## src/rtl/mod_n_counter_pkg.sv

```systemverilog
// Shared constants for the modulo-N counter: FSM encoding and modulus lower bound.
package mod_n_counter_pkg;

   // Two-state run/halt FSM, kept as plain constants for legacy tool compatibility.
   localparam logic [0:0] StRun  = 1'b0;
   localparam logic [0:0] StHalt = 1'b1;

   // Smallest modulus accepted by the modulus register.
   localparam int unsigned MOD_MIN = 2;

endpackage : mod_n_counter_pkg

```

## src/rtl/mod_n_step.sv

```systemverilog
// Combinational next-count for a modulo-M up/down counter.
// All arithmetic is done at WIDTH+1 bits so that M = 2^WIDTH wraps cleanly.
module mod_n_step #(
   parameter int unsigned WIDTH = 3
) (
   input  logic [WIDTH-1:0] count_i,
   input  logic [WIDTH:0]   mod_i,
   input  logic             up_i,
   output logic [WIDTH:0]   next_o,
   output logic             at_term_o
);

   logic [WIDTH:0] cnt_ext;
   logic [WIDTH:0] top_val;

   // Terminal detect and wrapping increment/decrement.
   always_comb begin
      cnt_ext   = {1'b0, count_i};
      top_val   = mod_i - 1'b1;
      at_term_o = up_i ? (cnt_ext == top_val) : (cnt_ext == '0);
      if (up_i) begin
         next_o = at_term_o ? '0 : cnt_ext + 1'b1;
      end else begin
         next_o = at_term_o ? top_val : cnt_ext - 1'b1;
      end
   end

endmodule : mod_n_step

```

## src/rtl/mod_n_counter.sv

```systemverilog
// Programmable modulo-N up/down counter with oneshot halt, cascade carry,
// wrap pulse and sticky configuration-error flag.
module mod_n_counter
   import mod_n_counter_pkg::*;
#(
   parameter int unsigned WIDTH       = 3,
   parameter int unsigned MOD_DEFAULT = 5
) (
   input  logic             clk,
   input  logic             rst,
   input  logic             en,
   input  logic             up,
   input  logic             clr,
   input  logic             load,
   input  logic [WIDTH-1:0] load_val,
   input  logic             mod_wr,
   input  logic [WIDTH:0]   mod_val,
   input  logic             oneshot,
   output logic [WIDTH-1:0] count,
   output logic             carry,
   output logic             wrap,
   output logic             halted,
   output logic             cfg_err
);

   localparam logic [WIDTH:0] ModMin   = (WIDTH + 1)'(MOD_MIN);
   localparam logic [WIDTH:0] ModMax   = {1'b1, {WIDTH{1'b0}}};
   localparam logic [WIDTH:0] ModReset = (WIDTH + 1)'(MOD_DEFAULT);

   logic [WIDTH-1:0] count_q, count_d;
   logic [WIDTH:0]   mod_q, mod_d;
   logic [0:0]       state_q, state_d;
   logic             wrap_q, wrap_d;
   logic             cfg_err_q, cfg_err_d;

   logic [WIDTH:0]   step_next;
   logic             at_term;
   logic             is_halted;
   logic             step_en;
   logic             mod_ok;
   logic [WIDTH:0]   count_step;

   mod_n_step #(
      .WIDTH (WIDTH)
   ) u_step (
      .count_i   (count_q),
      .mod_i     (mod_q),
      .up_i      (up),
      .next_o    (step_next),
      .at_term_o (at_term)
   );

   assign is_halted = (state_q == StHalt);
   assign step_en   = en & ~is_halted;
   assign mod_ok    = (mod_val >= ModMin) && (mod_val <= ModMax);
   // Count this edge would hold absent clr/load; checked against a new modulus below.
   assign count_step = step_en ? step_next : {1'b0, count_q};

   // Next-state: clr > load > modulus-shrink reset > enabled step.
   always_comb begin
      count_d   = count_q;
      mod_d     = mod_q;
      state_d   = state_q;
      wrap_d    = 1'b0;
      cfg_err_d = cfg_err_q;

      if (mod_wr) begin
         if (mod_ok) begin
            mod_d     = mod_val;
            cfg_err_d = 1'b0;
         end else begin
            cfg_err_d = 1'b1;
         end
      end

      if (clr) begin
         count_d   = '0;
         state_d   = StRun;
         cfg_err_d = 1'b0;
      end else if (load) begin
         state_d = StRun;
         if ({1'b0, load_val} < mod_q) begin
            count_d = load_val;
         end else begin
            count_d   = '0;
            cfg_err_d = 1'b1;
         end
      end else begin
         if (step_en) begin
            count_d = step_next[WIDTH-1:0];
            if (at_term) begin
               wrap_d = 1'b1;
               if (oneshot) begin
                  state_d = StHalt;
               end
            end
         end
         // A shrinking modulus must never leave the count out of range.
         if (mod_wr && mod_ok && (count_step >= mod_val)) begin
            count_d = '0;
         end
      end
   end

   // State registers with asynchronous active-low reset.
   always_ff @(posedge clk or negedge rst) begin
      if (!rst) begin
         count_q   <= '0;
         mod_q     <= ModReset;
         state_q   <= StRun;
         wrap_q    <= 1'b0;
         cfg_err_q <= 1'b0;
      end else begin
         count_q   <= count_d;
         mod_q     <= mod_d;
         state_q   <= state_d;
         wrap_q    <= wrap_d;
         cfg_err_q <= cfg_err_d;
      end
   end

   assign count   = count_q;
   assign carry   = step_en & at_term;
   assign wrap    = wrap_q;
   assign halted  = is_halted;
   assign cfg_err = cfg_err_q;

endmodule : mod_n_counter

```

## config.mk

```make
export PLATFORM = sky130hd
export DESIGN_NAME = mod_n_counter
export DESIGN_NICKNAME = d
export VERILOG_FILES = /design/src/rtl/mod_n_counter_pkg.sv /design/src/rtl/mod_n_step.sv /design/src/rtl/mod_n_counter.sv
export SDC_FILE = /design/constraint.sdc
export NUM_CORES = 1
export LEC_CHECK = 0
export ABC_AREA = 1
export CORE_AREA = 2 2 50 52
export CTS_CLUSTER_DIAMETER = 50
export DETAILED_ROUTE_END_ITERATION = 6
export DIE_AREA = 0 0 52 54
export PLACE_DENSITY_LB_ADDON = 0.3
export SLEW_MARGIN = 20
export SYNTH_ARGS = -nofsm -noshare
export SYNTH_HDL_FRONTEND = slang
export SYNTH_SLANG_ARGS = --single-unit
```

## constraint.sdc

```tcl
create_clock -name clk -period 5.71 [get_ports clk]
set_input_delay 0.8565 -clock clk [delete_from_list [all_inputs] [get_ports clk]]
set_output_delay 0.8565 -clock clk [all_outputs]
set_load 0.02 [all_outputs]
```

Word level (Yosys, flattened, before mapping) --
Index checks and enable logic that the tools add are counted.
Operators by class: add/sub/neg operators 3, magnitude comparators 4, equal/unequal tests 1, muxes and demuxes 24, bitwise logic cells 3, reduce and logical (&&, ||, !) cells 10
Operators by type and width (number):
- $mux W4 | 4
- $mux W1 | 15
- $mux W3 | 5
- $reduce_bool A3 Y1 | 3
- $add A3 B1 Y4 const B | 1
- $eq A3 B4 Y1 | 1
- $ge A4 B2 Y1 const B | 1
- $ge A4 B4 Y1 | 1
- $le A4 B4 Y1 const B | 1
- $lt A3 B4 Y1 | 1
- $reduce_bool A4 Y1 | 1
- $sub A3 B1 Y4 const B | 1
- $sub A4 B1 Y4 const B | 1
- $logic_and A1 B1 Y1 | 3
- $logic_not A3 Y1 | 1
- $reduce_and A3 Y1 | 1
- $and A1 B1 Y1 | 2
- $reduce_and A2 Y1 | 1
- $not A1 Y1 | 1
Storage, ports and cells: register bits 10, input bits 15, output and inout port bits 7, logic and storage cells 50

Longest topological paths before layout --
word-level depth 11, depth in mapped cells 22, mapped depth without buffers 22

Cells and area by module --
Synthesis repeated with hierarchy kept, for this count alone.
Second synthesis, totals: cell total of the unflattened synthesis 160, area total of the unflattened synthesis 1058.5 sq um
Modules (own cells, without submodules):
- mod_n_counter | instances 1, cells an instance 99, area each 734.5 sq um, sequential area each 252.7 sq um
- mod_n_step | instances 1, cells an instance 61, area each 324.1 sq um, sequential area each 0.0 sq um

Least setup slack after synthesis --
OpenSTA, ideal clock, no wires.
path type in2reg, start input port up, end register count_q[2] (netlist: count[2]), setup time 0.065 ns, arrival 2.569 ns, data required time 5.645 ns, slack 3.075 ns, cell stages on the path 18, buffers on the path 0, path through inv_1 -> nand3_1 -> and2_1 -> a21oi_1 -> nand2_1 -> nand3_1 -> o21ai_0 -> ha_1 -> inv_1 -> o21bai_1 -> nand3_1 -> nand3_1 -> nand2_4 -> nand2_4 -> nand3b_4 -> nor2_1 -> nand2_1 -> nand2_1
On the way: word-level cells in the longest chain between the ends 9, elaborated cells between the ends (all ways) 12, those cells by class 1 x order compare; 9 x mux; 2 x reduce/logical
RTL lines:
- start: declaration | RTL line mod_n_counter.sv:12 | input logic up,
- $mux W1 | RTL line mod_n_step.sv:20 | at_term_o = up_i ? (cnt_ext == top_val) : (cnt_ext == '0);
- $mux W4 (on tied branches) | RTL line mod_n_step.sv:24, mod_n_step.sv:22
- $mux W4 * | RTL line mod_n_step.sv:21 | if (up_i) begin
- $mux W4 | RTL line mod_n_counter.sv:57 | assign count_step = step_en ? step_next : {1'b0, count_q};
- $ge A4 B4 Y1 | RTL line mod_n_counter.sv:99 | if (mod_wr && mod_ok && (count_step >= mod_val)) begin
- $logic_and A1 B1 Y1 | RTL line mod_n_counter.sv:99
- $mux W3 | RTL line mod_n_counter.sv:99
- $mux W3 | RTL line mod_n_counter.sv:80 | end else if (load) begin
- $mux W3 | RTL line mod_n_counter.sv:76 | if (clr) begin
- end signal: assignment | RTL line mod_n_counter.sv:114 | count_q <= count_d;
- end: declaration | RTL line mod_n_counter.sv:30 | logic [WIDTH-1:0] count_q, count_d;
Mark *: on every way between the ends. The rest lies on a longest branch, timed or not. The select of a mux whose other input is x is not followed. A chain may end at the register's enable or synchronous reset.

Final worst setup path --
start input port up, end output port carry
On the way: word-level cells in the longest chain between the ends 2
RTL lines:
- $mux W1 | RTL line mod_n_step.sv:20
- $and A1 B1 Y1 | RTL line mod_n_counter.sv:123 | assign carry = step_en & at_term;
- end: declaration | RTL line mod_n_counter.sv:20 | output logic carry,
Every way passes these cells.

==> results.cfg <==
[die]
ios = 22
die_h_um = 54
coreArea_um2 = 2320
fp.dieW_um = 52
initial_core_util_pct = 41.6
rows = 18
dieArea_um2 = 2810

[logic_synthesis]
ys_types = 22
ys.flop_type = dfrtp_1
synthArstFlopShare_pct = 100
synth_edf_count = 0
ys_seq_area_share_pct = 26.2
ys_warn_count = 0
synth_fp_nets = 169
synth_cells = 144
yosys_register_bits = 10
syn_area_um2 = 966
syn_avg_cell_area_um2 = 6.71

[sta]
final-max-slew-violation-count = 0
fin_setup_tns_ps = 0
layout_setup_ws_ps = 2250
finalSetupViolations = 0
fin_hold_ws_ps = 559
slew_headroom_pct = 67.9
clock.fmax_mhz = 289
min_period_ps = 3460
clock_skew_ps = 2.07
rsz0062_at_grt = no
worst_pin_slew_ps = 480
final-hold-violation-count = 0
min_period_over_period_pct = 60.6

[place]
pre_cts_ws_ps = 2270
dp.final_hpwl_um = 1950
routabilityCongestion = 0.848
portBuffers = 21
dp_cells = 195
place_area_um2 = 1210

[routing]
drtIter0Drc = 48
vias = 1024
drc_errors = 0
dr.pass1.iters = 4
drt-wirelength-per-cell_um = 12.1
ant_nets = 0
via_per_inst = 5.15
wl_um = 2410

[final_layout]
final_area_um2 = 1240
stdcell_count = 199
antenna_cells = 0
fill_cells = 236
final_util_pct = 53.5
area_growth_pct = 28.4
layout.nets = 195
final_layout_size_suffix_gt1_share_pct = 10.1

[clock_network]
clockRootBuffer = clkbuf_4
cts_buffers = 3
clock_latency_ps = 270
htreeDepth = 1
post_cts_resized = 0
cts_hold_buf = 0
clockBufferDepth = 2
cts_tree = done
postCtsSetupBuffers = 0
cts.clk_slew.worst_paths_ps = 60
cts.sinks = 10

[pwr]
p_leak_nw = 0.634
ir_worst_vdd_mv = 0.183
p_total_mw = 0.292
p_per_area_nw_per_um2 = 235

[global_routing]
grt_max_degree = 11
track_usage_pct = 18.7
antenna_found_initial = 0
first_global_vias = 973
grt_pass1_wl_um = 3890
grt_overflow_total = 0

[min_path]
hold_path.class = reg2reg

[job]
max_cap_viol_count = 0

[setup_path]
crit_fanout = 4
crit_arrival_ps = 2610
crit_type = in2out
end_kind = output port
critical_path_required_ps = 4850
startpoint_type = input port

[status]
status = completed
## critical path, cell delays in order
cell,delay (ps)
clkdlybuf4s50_1,520
nand3_1,100
nor2_1,90
nand3_1,150
nand2_1,150
nand2_1,80
inv_1,60
clkdlybuf4s50_1,600
## routing by layer
metal | part of all wire (%) | wire (um) | GRT usage [%] | up-vias
met1 | 43 | 1030 | 21.5 | 459
met5 | 0 | 0 | 0 | -
met4 | 1.8 | 44 | 9.21 | 0
met3 | 5.7 | 138 | 1.11 | 6
met2 | 50 | 1200 | 35.0 | 38
li1 | - | - | - | 521
## power breakdown
| group | total (mW) | switching (mW) | internal (mW) |
|---|---|---|---|
| clock | 0.0516 | 0.0245 | 0.0271 |
| sequential | 0.0934 | 0.0117 | 0.0817 |
| combinational | 0.147 | 0.0860 | 0.0608 |
## kinds of logic (layout without fill, tap and decap cells)
| group | Yosys count | in the layout | synth area share [%] |
|---|---|---|---|
| DFF | 10 | 10 | 26.2 |
| xor gates and xnor gates | 1 | 1 | 0.907 |
| adders and majority gates | 10 | 10 | 13.0 |
| AOI/OAI and AO/OA | 22 | 22 | 13.1 |
| and+or+nand+nor | 79 | 79 | 38.3 |
| buffers and inverters | 22 | 47 | 8.55 |
## final timing paths
| kind | from | endpoint | slack (ps) | cells after the start |
|---|---|---|---|---|
| worst min-delay path | halted$_DFFE_PN0P_ | halted$_DFFE_PN0P_ | 560 | 2 |
| min in group asynchronous | rst | halted$_DFFE_PN0P_ | 910 | 1 |
| max in group asynchronous | rst | mod_q[0]$_DFFE_PN1P_ | 4450 | 1 |
| worst max-delay path | up | carry | 2250 | 8 |
| worst min register to register | halted$_DFFE_PN0P_ | halted$_DFFE_PN0P_ | 560 | 2 |
| worst max register to register | mod_q[0]$_DFFE_PN1P_ | count[1]$_DFFE_PN0P_ | 2840 | 19 |
## cells in the mapped netlist (2+ instances only)
master	count	area, um2
o21ai_0	8	40.0
dfstp_2	2	52.6
o21bai_1	2	15.0
o21a_1	2	15.0
nand3_1	13	65.1
ha_1	10	125
inv_1	15	56.3
dfrtp_1	8	200
o21ai_1	3	15.0
inv_2	7	26.3
nand2_1	41	154
a21oi_1	5	25.0
nand2_4	2	22.5
nor2_1	15	56.3
nand4_1	4	25.0
## cell type report
type	instances	area, um2	area share [%]
clock buffer	4	26.3	2.12
tap	30	37.5	3.03
sequential	10	253	20.4
timing repair buffer	21	210	17.0
multi-input combinational	112	631	50.9
inverter	22	82.6	6.66
## registers in the layout (all words and copies together) (netlist names)
signal / flops
cfg_err: 1
wrap: 1
mod_q: 4
count: 3
halted: 1
## cell usage in the layout, fill, tap and decap left out
cell	n
a21oi_1	5
nor3_4	1
xnor2_1	1
o21ai_2	1
o21a_1	2
o21bai_1	2
nand4_1	4
dfstp_2	2
clkbuf_1	1
ha_1	10
o21ai_0	8
nor3_1	1
dfrtp_1	8
nand2_1	41
clkdlybuf4s50_1	21
nand3_1	13
nor2_1	15
inv_1	15
o21ai_1	3
and2_1	1
clkbuf_4	3
nand2_4	2
a21boi_0	1
nand3b_4	1
inv_2	7
Note: power is estimated with default switching activity, not from simulation.
==> edit 1: new RTL, config.mk and constraints unchanged <==
Register the outputs `carry` and `halted`, cleared by the reset; this adds one clock of latency there. The other outputs are not delayed to match.
--- a/src/rtl/mod_n_counter.sv
+++ b/src/rtl/mod_n_counter.sv
@@ -120,9 +120,16 @@
    end
 
    assign count   = count_q;
-   assign carry   = step_en & at_term;
    assign wrap    = wrap_q;
-   assign halted  = is_halted;
+   always_ff @(posedge clk or negedge rst) begin
+      if (!rst) begin
+         carry  <= '0;
+         halted <= '0;
+      end else begin
+         carry  <= step_en & at_term;
+         halted <= is_halted;
+      end
+   end
    assign cfg_err = cfg_err_q;
 
 endmodule : mod_n_counter
Check against the original RTL: not equivalent (a bounded check fails within 4 cycles, from zero or initial values and one cycle with rst low).
==> edit 1 against the original RTL <==
Clock power increased by 14%; synthesized area is 3.6% higher; cell area rose by 2.8%; critical endpoint is now count[1]; wire length rose by 7.3%; largest power group unchanged; highest routed layer unchanged; sequential cell count is 2 higher; setup slack improved by 0.26 ns; total power rose by 7.7%; largest cell class unchanged; critical path depth is 11 higher.
==> edit 1: results (changes against the original RTL) <==
metric	value	unit	change
synth_common_cells	nand2_1 (42), inv_1 (17), nor2_1 (14)		
top_register	mod_q		
grt_max_degree	13		+2
ys_seq_area_frac	0.303		+0.0408
hpwlAfterDp	2090	µm	+7.4%
max_slew_margin	0.604		-0.0748
grt_pass1_vias	1020		+4.8%
ys.warnings.count	0		unchanged
min-delay-path-class	register to register		
status	finished, final reports clean		
ys_types	23		+4.5%
dp_slack	2.28	ns	+0.00881 ns
vias_per_cell	5.22		+1.4%
n_antenna_cell	0		unchanged
cts_setup_buffers	0		unchanged
wl_per_cell	12.9	µm	+6.2%
p_leak	0.000657	µW	+3.7%
arrival	3.43	ns	+0.82 ns
cts_buffer_depth	2		unchanged
ys.flop_type	dfrtp_1		
largest_reg_flops	4		unchanged
gp_congestion	0.829		-2.2%
ctsResizeCount	0		unchanged
synth_fp_nets	171		+1.2%
cts_buffers	3		unchanged
skew	0.00615	ns	+0.00407 ns
clock_latency	0.28	ns	
gr-usage-all-layers	0.209		+0.0219
firstDrtPassIters	4		unchanged
nNetsFinal	197		+1.0%
synthArstFlopShare	1.00		unchanged
port_buffers	21		unchanged
crit_fanout	6		+2
htreeDepth	1		unchanged
antenna_found_initial	0		unchanged
place_area	1250	µm²	+2.9%
cts_root_buffer	clkbuf_4		
irDropWorstVdd	0.160	mV	-13%
dr.first_iter.drc_count	27		-44%
grt_pass1_wl	4400	µm	+13%
synth_area_leaders	dfrtp_1 (25%), nand2_1 (16%), ha_1 (13%)		
clkTransAtPathRegs	0.09	ns	+0.03 ns
final_max_slew_viol_count	0		unchanged
final_layout_size_suffix_gt1_frac	0.0877		-0.0129
==> edit 1: cell families after synthesis <==
kind of cell,after synthesis,share of synthesized area
fa+ha+maj,10,0.125
xor+xnor,1,0.00875
flops,12,0.302
simple gates,79,0.355
compound gates,22,0.126
buf+inv,22,0.0825
==> edit 1: critical path, cell delays in order <==
cell and delay [ns]:
clkdlybuf4s50_1 0.46, inv_1 0.17, nand3_1 0.19, and2_1 0.22, a21oi_1 0.11, nand2_1 0.08
nand3_1 0.06, o21ai_0 0.10, ha_1 0.31, inv_1 0.05, o21bai_1 0.12, nand3_1 0.08
nand3_1 0.12, nand2_4 0.08, nand2_2 0.09, nand3_2 0.08, nor2_1 0.13, nand2_1 0.07
nand2_1 0.05
==> edit 1: metal layers <==
layer | track usage | routed length [µm] | part of all wire | vias up
li1 | - | - | - | 529
met1 | 0.258 | 1190 | 0.46 | 488
met2 | 0.388 | 1260 | 0.49 | 28
met3 | 0.0167 | 102 | 0.039 | 4
met4 | 0.0570 | 33 | 0.013 | 0
met5 | 0 | 0 | 0 | -
==> edit 1: worst paths after layout <==
| path | start | to | slack (ns) | cells past startpoint |
|---|---|---|---|---|
| setup / recovery | up | count[1] | 2.50 | 19 |
| hold / removal | is_halted | halted | 0.38 | 0 |
| setup reg to reg | mod_q[0] | count[1] | 2.83 | 22 |
| hold reg to reg | is_halted | halted | 0.38 | 0 |
| max in group asynchronous | rst | count[2] | 4.38 | 1 |
| min in group asynchronous | rst | carry | 0.94 | 1 |
==> edit 1: stage by stage <==
step	hold slack, ns	total power (µW)	utilization	cells
after floorplan	0.354	205	-	146
after global placement	0.360	251	0.538	197
after detailed placement	0.363	256	0.538	197
after CTS	0.383	313	0.550	201
after global routing	0.402	338	0.550	201
final	0.380	314	0.550	201
==> edit 1: power by group <==
part / switching (µW) / internal (µW)
Sequential: 13.0 / 96.8
Combinational: 85.9 / 59.9
Clock: 31.7 / 27.1
Total: 131 / 184
==> edit 1: layout make-up <==
cell class,count,area (µm²)
Clock buffer,4,26.3
Fill cell,235,1040
Inverter,22,82.6
Multi-Input combinational cell,112,616
Sequential cell,12,303
Tap cell,30,37.5
Timing Repair Buffer,21,210
==> edit 2: new RTL, config.mk and constraints unchanged <==
Made on the original files. `WIDTH` is set to 3 in 2 places; all go to 5.
--- a/src/rtl/mod_n_step.sv
+++ b/src/rtl/mod_n_step.sv
@@ -1,7 +1,7 @@
 // Combinational next-count for a modulo-M up/down counter.
 // All arithmetic is done at WIDTH+1 bits so that M = 2^WIDTH wraps cleanly.
 module mod_n_step #(
-   parameter int unsigned WIDTH = 3
+   parameter int unsigned WIDTH = 5
 ) (
    input  logic [WIDTH-1:0] count_i,
    input  logic [WIDTH:0]   mod_i,
--- a/src/rtl/mod_n_counter.sv
+++ b/src/rtl/mod_n_counter.sv
@@ -3,7 +3,7 @@
 module mod_n_counter
    import mod_n_counter_pkg::*;
 #(
-   parameter int unsigned WIDTH       = 3,
+   parameter int unsigned WIDTH       = 5,
    parameter int unsigned MOD_DEFAULT = 5
 ) (
    input  logic             clk,
Ports: changed (resized count, load_val and mod_val); port bits go from 22 to 28. The function was not compared with the original's and may differ.
==> edit 2 against the original RTL <==
Via count rose by 69%; non-clock buffer count rose by 6; wire length up 76%; sequential cell count up 4; total power is 53% higher; cell area rose by 49%; sequential share of layout area shrank 1.2 points; synthesized area rose by 57%; setup slack got worse by 0.37 ns; global-route usage is 15 points higher; critical path type unchanged; highest routed layer unchanged.
==> edit 2: results (changes against the original RTL) <==
metric	value	unit	change
largest_reg_flops	6		+2
gp_congestion	0.987		+16%
slowest_delay	0.64	ns	+0.04 ns
ys_types	31		+41%
cts_buffer_depth	2		unchanged
grt_pass1_vias	1560		+60%
p_leak	0.000939	µW	+48%
syn-instance-count	244		+69%
wl_per_cell	14.1	µm	+16%
synth_area_leaders	dfrtp_1 (20%), nand2_1 (19%), ha_1 (11%)		
clkTransAtPathRegs	0.09	ns	+0.03 ns
port_buffers	27		+29%
max_slew_margin	0.562		-0.117
dp_slack	1.72	ns	-0.542 ns
grt_max_degree	15		+4
grt_pass1_wl	6760	µm	+74%
skew	0.00456	ns	+0.00249 ns
max_freq	261	MHz	-9.7%
synth_common_cells	nand2_1 (75), inv_1 (30), nor2_1 (26)		
fill_cells	169		-28%
clock_latency	0.30	ns	+0.03 ns
final_layout_size_suffix_gt1_frac	0.0772		-0.0234
firstDrtPassIters	5		+1
dr.first_iter.drc_count	81		+69%
ctsResizeCount	0		unchanged
whs	0.587	ns	+0.0287 ns
synth_fp_nets	276		+63%
fin_cells	302		+52%
crit_fanout	8		+4
r2r_setup_slack	2.17	ns	-0.67 ns
nNetsFinal	305		+56%
gr-usage-all-layers	0.333		+0.146
status	finished, final reports clean		
vias	1726		+69%
p_sw_frac	0.460		+0.0409
irDropWorstVdd	0.192	mV	+4.9%
hpwlAfterDp	3400	µm	+75%
## edit 2: power by group through the flow
stage | logic [µW] | registers, µW | clock network, µW
finish | 236 | 135 | 76.6
global route | 263 | 137 | 77.8
CTS | 232 | 134 | 77.0
detailed placement | 231 | 136 | 0
global placement | 225 | 136 | 0
floorplan | 155 | 137 | 0
## edit 2: worst paths after layout
path	from	end	depth (start not counted)
worst max-delay path	up	carry	10
worst min-delay path	halted	halted	2
worst max register to register	mod_q[0]	count[0]	25
worst min register to register	halted	halted	2
max in group asynchronous	rst	halted	1
min in group asynchronous	rst	cfg_err	1
## edit 2: logic make-up after synthesis
group                      Yosys count  share of synthesized area
DFF                                 14                      0.233
and+or+nand+nor                    140                      0.406
adders and majority gates           13                      0.108
AOI/OAI and AO/OA                   35                      0.134
buffers and inverters               38                     0.0959
xor gates and xnor gates             4                     0.0232
## edit 2: stage by stage
step,power (µW),area (µm²)
after detailed placement,368,1810
after floorplan,292,1510
after global routing,477,1840
final,448,1840
after CTS,443,1840
after global placement,361,1810
## edit 2: final cells by class
type                    count  area [µm²]  area share
clock buffers               4        36.3      0.0197
repair buffers             27         270       0.147
multi-input cells         192        1010       0.551
well taps                  30        37.5      0.0204
flip-flops and latches     14         353       0.191
inverters                  35         131      0.0713
## edit 2: critical path, delay by kind of cell
kind | cells | cell delay [ns]
AOI/OAI and AO/OA | 1 | 0.23
buffers and inverters | 3 | 1.33
and+or+nand+nor | 6 | 0.58
## edit 2: metal layers
metal | vias up | part of all wire | GRT usage
li1 | 844 | - | -
met1 | 785 | 0.43 | 0.432
met2 | 88 | 0.47 | 0.561
met3 | 9 | 0.075 | 0.0333
met4 | 0 | 0.019 | 0.154
met5 | - | 0 | 0
